[config.mk]
export PLATFORM = sky130hd
export DESIGN_NAME = mp3_track_ctrl_flat
export DESIGN_NICKNAME = d
export VERILOG_FILES = /design/src/rtl/mp3_pkg.sv /design/src/rtl/mp3_track_ctrl_if.sv /design/src/rtl/mp3_btn_deb.sv /design/src/rtl/mp3_track_ctrl.sv /design/src/flat_wrapper.sv
export SDC_FILE = /design/constraint.sdc
export NUM_CORES = 1
export LEC_CHECK = 0
export ABC_AREA = 1
export CAP_MARGIN = 25
export CORE_MARGIN = 1
export CORE_UTILIZATION = 30
export DETAILED_ROUTE_END_ITERATION = 8
export DONT_BUFFER_PORTS = 1
export SYNTH_ARGS = -nofsm -noshare
export SYNTH_HDL_FRONTEND = slang
export SYNTH_SLANG_ARGS = --single-unit
[constraint.sdc]
create_clock -name clk -period 3.1 [get_ports clk]
set_input_delay 0.62 -clock clk [delete_from_list [all_inputs] [get_ports clk]]
set_output_delay 0.62 -clock clk [all_outputs]
set_load 0.03 [all_outputs]
[src/rtl/mp3_pkg.sv]
// Shared definitions for the MP3 track controller and display.
// Holds the state encoding, the default track count and the wrapping track arithmetic.
package mp3_pkg;

    localparam int TRACK_NUM_DEF = 4;
    localparam int TRACK_W       = 4;

    typedef enum logic [1:0] {
        ST_IDLE  = 2'd0,
        ST_LOAD  = 2'd1,
        ST_PLAY  = 2'd2,
        ST_PAUSE = 2'd3
    } mp3_state_e;

    // Steps the track index by one and wraps at either end of 0..num-1.
    function automatic logic [TRACK_W-1:0] track_step(
        input logic [TRACK_W-1:0] trk,
        input logic               up,
        input int                 num
    );
        if (up)
            return (int'(trk) >= num - 1) ? '0 : trk + 1'b1;
        else
            return (trk == '0) ? TRACK_W'(num - 1) : trk - 1'b1;
    endfunction

endpackage

[src/rtl/mp3_track_ctrl_if.sv]
// Button, decoder handshake and display signals of the track controller.
interface mp3_track_ctrl_if;
    import mp3_pkg::*;

    logic               i_next;
    logic               i_pre;
    logic               i_play;
    logic               i_song_end;
    logic               i_load_ack;
    logic               o_load_req;
    logic [TRACK_W-1:0] o_track;
    logic [1:0]         o_state;
    logic               o_track_chg;

    modport slave (
        input  i_next, i_pre, i_play, i_song_end, i_load_ack,
        output o_load_req, o_track, o_state, o_track_chg
    );

    modport master (
        output i_next, i_pre, i_play, i_song_end, i_load_ack,
        input  o_load_req, o_track, o_state, o_track_chg
    );

endinterface

[src/rtl/mp3_btn_deb.sv]
// Raw button conditioning: 2-flop synchronizer, down-counter debounce, rising-edge pulse.
// No pulse is issued until the button has been seen released after reset.
module mp3_btn_deb #(
    parameter int DEB_CYCLES = 1_000_000
) (
    input  logic clk,
    input  logic rst_n,
    input  logic i_btn,
    output logic o_pulse
);

    localparam int                CNT_W  = (DEB_CYCLES > 2) ? $clog2(DEB_CYCLES) : 1;
    localparam logic [CNT_W-1:0]  RELOAD = (DEB_CYCLES > 2) ? CNT_W'(DEB_CYCLES - 2) : '0;

    logic             r_sync1;
    logic             r_sync2;
    logic [1:0]       r_live;
    logic             r_samp;
    logic [CNT_W-1:0] r_cnt;
    logic             r_stable;
    logic             r_armed;
    logic             r_pulse;

    // r_live marks when r_sync2 carries a real sample rather than its reset value.
    always_ff @(posedge clk or negedge rst_n) begin
        if (!rst_n) begin
            r_sync1  <= 1'b0;
            r_sync2  <= 1'b0;
            r_live   <= 2'b00;
            r_samp   <= 1'b0;
            r_cnt    <= '0;
            r_stable <= 1'b0;
            r_armed  <= 1'b0;
            r_pulse  <= 1'b0;
        end else begin
            r_sync1 <= i_btn;
            r_sync2 <= r_sync1;
            r_live  <= {r_live[0], 1'b1};
            r_pulse <= 1'b0;
            if (r_sync2 != r_samp) begin
                r_samp <= r_sync2;
                r_cnt  <= RELOAD;
            end else if (r_cnt != '0) begin
                r_cnt <= r_cnt - 1'b1;
            end else begin
                r_stable <= r_samp;
                if (!r_samp && r_live[1])
                    r_armed <= 1'b1;
                r_pulse <= r_samp & ~r_stable & r_armed;
            end
        end
    end

    assign o_pulse = r_pulse;

endmodule

[src/rtl/mp3_track_ctrl.sv]
// Track selection FSM: debounced buttons and decoder handshake drive track index and play state.
// IDLE stopped, track editable | LOAD waiting decoder ack | PLAY playing | PAUSE halted
module mp3_track_ctrl
    import mp3_pkg::*;
#(
    parameter int TRACK_NUM  = TRACK_NUM_DEF,
    parameter int DEB_CYCLES = 1_000_000
) (
    input logic             clk,
    input logic             rst_n,
    mp3_track_ctrl_if.slave bus
);

    logic w_nxt_p;
    logic w_pre_p;
    logic w_play_p;

    mp3_btn_deb #(.DEB_CYCLES(DEB_CYCLES)) u_deb_next (
        .clk     (clk),
        .rst_n   (rst_n),
        .i_btn   (bus.i_next),
        .o_pulse (w_nxt_p)
    );

    mp3_btn_deb #(.DEB_CYCLES(DEB_CYCLES)) u_deb_pre (
        .clk     (clk),
        .rst_n   (rst_n),
        .i_btn   (bus.i_pre),
        .o_pulse (w_pre_p)
    );

    mp3_btn_deb #(.DEB_CYCLES(DEB_CYCLES)) u_deb_play (
        .clk     (clk),
        .rst_n   (rst_n),
        .i_btn   (bus.i_play),
        .o_pulse (w_play_p)
    );

    logic r_nxt_p;
    logic r_pre_p;
    logic r_play_p;

    always_ff @(posedge clk or negedge rst_n) begin
        if (!rst_n) begin
            r_nxt_p  <= 1'b0;
            r_pre_p  <= 1'b0;
            r_play_p <= 1'b0;
        end else begin
            r_nxt_p  <= w_nxt_p;
            r_pre_p  <= w_pre_p;
            r_play_p <= w_play_p;
        end
    end

    // next+prev together cancel; prev outranks a coincident song end.
    logic w_inc;
    logic w_dec;
    logic [TRACK_W-1:0] w_track_up;
    logic [TRACK_W-1:0] w_track_dn;

    assign w_inc      = r_nxt_p & ~r_pre_p;
    assign w_dec      = r_pre_p & ~r_nxt_p;

    mp3_state_e         r_state;
    mp3_state_e         w_state_nxt;
    logic [TRACK_W-1:0] r_track;
    logic [TRACK_W-1:0] w_track_nxt;
    logic               w_track_upd;
    logic               r_load_req;
    logic               r_track_chg;

    assign w_track_up = track_step(r_track, 1'b1, TRACK_NUM);
    assign w_track_dn = track_step(r_track, 1'b0, TRACK_NUM);

    always_ff @(posedge clk or negedge rst_n) begin
        if (!rst_n) begin
            r_state     <= ST_IDLE;
            r_track     <= '0;
            r_load_req  <= 1'b0;
            r_track_chg <= 1'b0;
        end else begin
            r_state     <= w_state_nxt;
            r_track     <= w_track_nxt;
            r_load_req  <= (w_state_nxt == ST_LOAD);
            r_track_chg <= w_track_upd;
        end
    end

    always_comb begin
        w_state_nxt = r_state;
        w_track_nxt = r_track;
        w_track_upd = 1'b0;
        case (r_state)
            ST_IDLE: begin
                if (r_play_p) begin
                    w_state_nxt = ST_LOAD;
                end else if (w_dec) begin
                    w_track_nxt = w_track_dn;
                    w_track_upd = 1'b1;
                end else if (w_inc) begin
                    w_track_nxt = w_track_up;
                    w_track_upd = 1'b1;
                end
            end
            ST_LOAD: begin
                if (bus.i_load_ack)
                    w_state_nxt = ST_PLAY;
            end
            ST_PLAY: begin
                if (r_play_p) begin
                    w_state_nxt = ST_PAUSE;
                end else if (w_dec) begin
                    w_track_nxt = w_track_dn;
                    w_track_upd = 1'b1;
                    w_state_nxt = ST_LOAD;
                end else if (w_inc || bus.i_song_end) begin
                    w_track_nxt = w_track_up;
                    w_track_upd = 1'b1;
                    w_state_nxt = ST_LOAD;
                end
            end
            ST_PAUSE: begin
                if (r_play_p) begin
                    w_state_nxt = ST_PLAY;
                end else if (w_dec) begin
                    w_track_nxt = w_track_dn;
                    w_track_upd = 1'b1;
                    w_state_nxt = ST_IDLE;
                end else if (w_inc) begin
                    w_track_nxt = w_track_up;
                    w_track_upd = 1'b1;
                    w_state_nxt = ST_IDLE;
                end
            end
            default: w_state_nxt = ST_IDLE;
        endcase
    end

    always_comb begin
        bus.o_state     = r_state;
        bus.o_track     = r_track;
        bus.o_load_req  = r_load_req;
        bus.o_track_chg = r_track_chg;
    end

endmodule

[src/flat_wrapper.sv]
// flat-port wrapper written by rule: the top's interface ports become plain ports
module mp3_track_ctrl_flat import mp3_pkg::*;
#(
    parameter int TRACK_NUM  = TRACK_NUM_DEF,
    parameter int DEB_CYCLES = 1_000_000
)
  (clk, rst_n, bus_i_next, bus_i_pre, bus_i_play, bus_i_song_end, bus_i_load_ack, bus_o_load_req, bus_o_track, bus_o_state, bus_o_track_chg);
  mp3_track_ctrl_if bus_i ();
  input logic clk;
  input logic rst_n;
  input wire logic [$bits(bus_i.i_next)-1:0] bus_i_next;
  input wire logic [$bits(bus_i.i_pre)-1:0] bus_i_pre;
  input wire logic [$bits(bus_i.i_play)-1:0] bus_i_play;
  input wire logic [$bits(bus_i.i_song_end)-1:0] bus_i_song_end;
  input wire logic [$bits(bus_i.i_load_ack)-1:0] bus_i_load_ack;
  output wire logic [$bits(bus_i.o_load_req)-1:0] bus_o_load_req;
  output wire logic [$bits(bus_i.o_track)-1:0] bus_o_track;
  output wire logic [$bits(bus_i.o_state)-1:0] bus_o_state;
  output wire logic [$bits(bus_i.o_track_chg)-1:0] bus_o_track_chg;
  assign bus_i.i_next = bus_i_next;
  assign bus_i.i_pre = bus_i_pre;
  assign bus_i.i_play = bus_i_play;
  assign bus_i.i_song_end = bus_i_song_end;
  assign bus_i.i_load_ack = bus_i_load_ack;
  assign bus_o_load_req = bus_i.o_load_req;
  assign bus_o_track = bus_i.o_track;
  assign bus_o_state = bus_i.o_state;
  assign bus_o_track_chg = bus_i.o_track_chg;
  mp3_track_ctrl #(.TRACK_NUM(TRACK_NUM), .DEB_CYCLES(DEB_CYCLES)) u_core (.clk(clk), .rst_n(rst_n), .bus(bus_i));
endmodule
==> impl_metrics.env <==
export IMPL_worstSkewPairLatency_ns=0.35
export IMPL_post_dp_hpwl_um=8810
export IMPL_hold_viol_final=0
export IMPL_drt_vias_per_instance=4.64
export IMPL_dr_pass1_iters=4
export IMPL_io_buffers=0
export IMPL_syn_inst=739
export IMPL_outcome="finished, final reports clean"
export IMPL_yosys_warnings=0
export IMPL_cp_start_kind="flop"
export IMPL_grt_pass1_wl_um=21100
export IMPL_p_leak_nw=2.66
export IMPL_ioPinCount=15
export IMPL_cts_setup_buffers=0
export IMPL_gr_total_overflow=0
export IMPL_final_util_pct=34.2
export IMPL_hold_worst_slack_ns=0.166
export IMPL_n_fill_cell=1866
export IMPL_netlist_cell_type_count=37
export IMPL_tns_ns=0
export IMPL_synth_area_mm2=0.00539
export IMPL_tritoncts="yes"
export IMPL_remaining_drc_errors=0
export IMPL_fin_nets=764
export IMPL_rows=48
export IMPL_numClockSinks=91
export IMPL_maxSlewViolCount=0
export IMPL_first_iter_violations=259
export IMPL_pwr_share_clk_pct=39.8
export IMPL_hold_path_class="input port to asynchronous set/reset pin"
export IMPL_grt_max_degree=92
export IMPL_crit_chain="nand2_1 > inv_1 > nor2_1 > inv_1 > nand3_1 > nor2_1"
export IMPL_ys_ff_latch=91
export IMPL_power_density_mw_per_mm2=500
export IMPL_max_clock_path_buffers=2
export IMPL_period_minus_slack_ns=2.03
export IMPL_num_vias=4513
export IMPL_cp_arrival_ns=2.27
export IMPL_grt_pass1_vias=4387
export IMPL_syn_area_per_cell_um2=7.29
export IMPL_drt_total_wl_um=12000
export IMPL_fin_cells=972
export IMPL_worst_path_max_delay_cell="nor2_1"
export IMPL_finalWeightedCongestion=0.861
export IMPL_cp_max_fo=13
export IMPL_track_usage_pct=14.5
export IMPL_areaGrowthSynthToFinish_pct=10.6
export IMPL_setup_violations=0
export IMPL_yosysSeqAreaShare_pct=42.3
export IMPL_die_h_um=136
export IMPL_antenna_cells=0
export IMPL_layout_common_cells="nand2_1 (182), nor2_1 (126), inv_1 (101)"
export IMPL_cp_end_kind="flop"
export IMPL_cp_top_family="simple AND/OR/NAND/NOR gates"
export IMPL_pwr_share_comb_pct=13.8
export IMPL_cap_violations=0
export IMPL_path_buf_inv=2
export IMPL_clock_fmax_ghz=0.492
export IMPL_clk_pin_slew_worst_paths_ns=0.06
export IMPL_p_total_mw=2.98
export IMPL_post_route_period_util_pct=65.6
export IMPL_cts_resized=0
export IMPL_dieArea_mm2=0.0185
export IMPL_finClkSkew_ns=0.0105
export IMPL_antenna_found_initial=0
export IMPL_max_slew_margin_pct=36.7
export IMPL_worstSetupPathType="flop to flop"
export IMPL_htreeDepth=3
export IMPL_route_detailed_wl_per_inst_um=12.3
export IMPL_rsz0062_at_grt="false"
export IMPL_syn_nets=761
export IMPL_swShare_pct=29.5
export IMPL_layout_commonest_cell="nand2_1"
export IMPL_p_switching_mw=0.878
export IMPL_final_layout_size_suffix_gt1_share_pct=8.43
export IMPL_fp_dieW_um=136
export IMPL_cts_root_buf="clkbuf_16"
export IMPL_required_ns=3.33
export IMPL_drtAntennaViolNets=0
export IMPL_dp_cells=955
export IMPL_start_util_pct=30.9
export IMPL_p_int_mw=2.10
export IMPL_ir_drop_uv=311
export IMPL_worst_slew_pin_slew_ns=0.947
export IMPL_core_area_mm2=0.0174
export IMPL_cts_buffers=9
export IMPL_p_seq_share_pct=46.4
export IMPL_critPathMaxStageDelay_ns=0.71
-- power by group through the flow --
stage	sequential (mW)	combinational, mW	clock, mW
after global placement	1.40	0.384	0
after global routing	1.39	0.480	1.28
after detailed placement	1.40	0.384	0
after floorplan	1.38	0.320	0
final	1.38	0.411	1.19
after CTS	1.38	0.417	1.23
-- worst register-to-register path, delay by kind of cell, from the launching register on --
family | cells | cell delay, ns
buffers and inverters | 2 | 0.48
DFF | 1 | 0.40
and+or+nand+nor | 4 | 1.04
-- sequential cells by signal, summed over array words and instances (netlist names), 2 cells and up --
signal / count
u_core.bus.o_state: 2
u_core.bus.o_track: 4
u_core.u_deb_next.r_cnt: 20
u_core.u_deb_next.r_live: 2
u_core.u_deb_play.r_cnt: 20
u_core.u_deb_pre.r_cnt: 20
-- logic make-up (layout without fill, tap and decap cells) --
family / Yosys count / after routing / share of synthesized area (%)
AO/OA/AOI/OAI: 59 / 59 / 6.01
XOR/XNOR: 8 / 8 / 1.30
adder cells (fa/ha/maj): 15 / 15 / 3.48
buffers and inverters: 112 / 120 / 8.20
flip-flops: 91 / 91 / 42.3
other: 1 / 1 / 0.0696
AND/OR/NAND/NOR: 453 / 453 / 38.7
-- cells in the mapped netlist, drive strengths merged --
| cell | number | share of area, % |
|---|---|---|
| nand2 | 186 | 13 |
| nor2 | 156 | 14 |
| inv | 102 | 7.1 |
| dfrtp | 91 | 42 |
| nand3 | 74 | 7.7 |
| a21oi | 28 | 2.6 |
| o21ai | 24 | 2.4 |
| nand4 | 17 | 2.1 |
| ha | 15 | 3.5 |
| nor3 | 15 | 1.5 |
| buf | 5 | 0.74 |
| xor2 | 5 | 0.81 |
| clkbuf | 4 | 0.28 |
| o21bai | 4 | 0.56 |
| xnor2 | 3 | 0.49 |
| nand3b | 2 | 0.28 |
| or2 | 2 | 0.23 |
| a21boi | 1 | 0.14 |
| and2 | 1 | 0.12 |
| clkinv | 1 | 0.070 |
| conb | 1 | 0.070 |
| o211ai | 1 | 0.14 |
| o21a | 1 | 0.14 |
-- path summary, 6_finish.rpt --
kind | to | cells after the start | slack (ns) | startpoint
hold reg to reg | u_core.u_deb_play.r_sync2 | 0 | 0.35 | u_core.u_deb_play.r_sync1
setup / recovery | u_core.u_deb_next.r_cnt[15] | 6 | 1.07 | u_core.u_deb_next.r_samp
hold / removal | u_core.u_deb_pre.r_cnt[2] | 1 | 0.17 | rst_n
max in group asynchronous | u_core.u_deb_pre.r_stable | 1 | 2.56 | rst_n
min in group clk | u_core.u_deb_play.r_sync1 | 0 | 0.29 | bus_i_play
setup reg to reg | u_core.u_deb_next.r_cnt[15] | 6 | 1.07 | u_core.u_deb_next.r_samp
-- layout make-up --
| cell class | instances | area [µm²] | area share [%] |
|---|---|---|---|
| Inverter | 103 | 387 | 6.49 |
| Sequential cell | 91 | 2280 | 38.2 |
| Tap cell | 225 | 282 | 4.72 |
| Multi-Input combinational cell | 536 | 2670 | 44.8 |
| Timing Repair Buffer | 1 | 27.5 | 0.462 |
| Clock inverter | 7 | 91.3 | 1.53 |
| Clock buffer | 9 | 225 | 3.78 |
-- through the flow --
stage / instance area (µm²) / worst slack [ns]
after floorplan: 5390 / 1.59
after global placement: 5620 / 1.06
after detailed placement: 5620 / 1.03
after CTS: 5960 / 1.02
after global routing: 5960 / 0.846
final: 5960 / 1.07
-- metal layers --
metal,track usage (%),share of wire (%),vias up
met1,20.3,51,2097
li1,-,-,2334
met3,2.91,3.4,9
met2,22.2,44,73
met5,0,0,-
met4,4.75,1.0,0
-- what timing repair did --
item	CTS	global route
hold buffers	1	0
hold endpoints to repair	91	0
setup endpoints to repair	0	0
(Power assumes the default switching activity.)
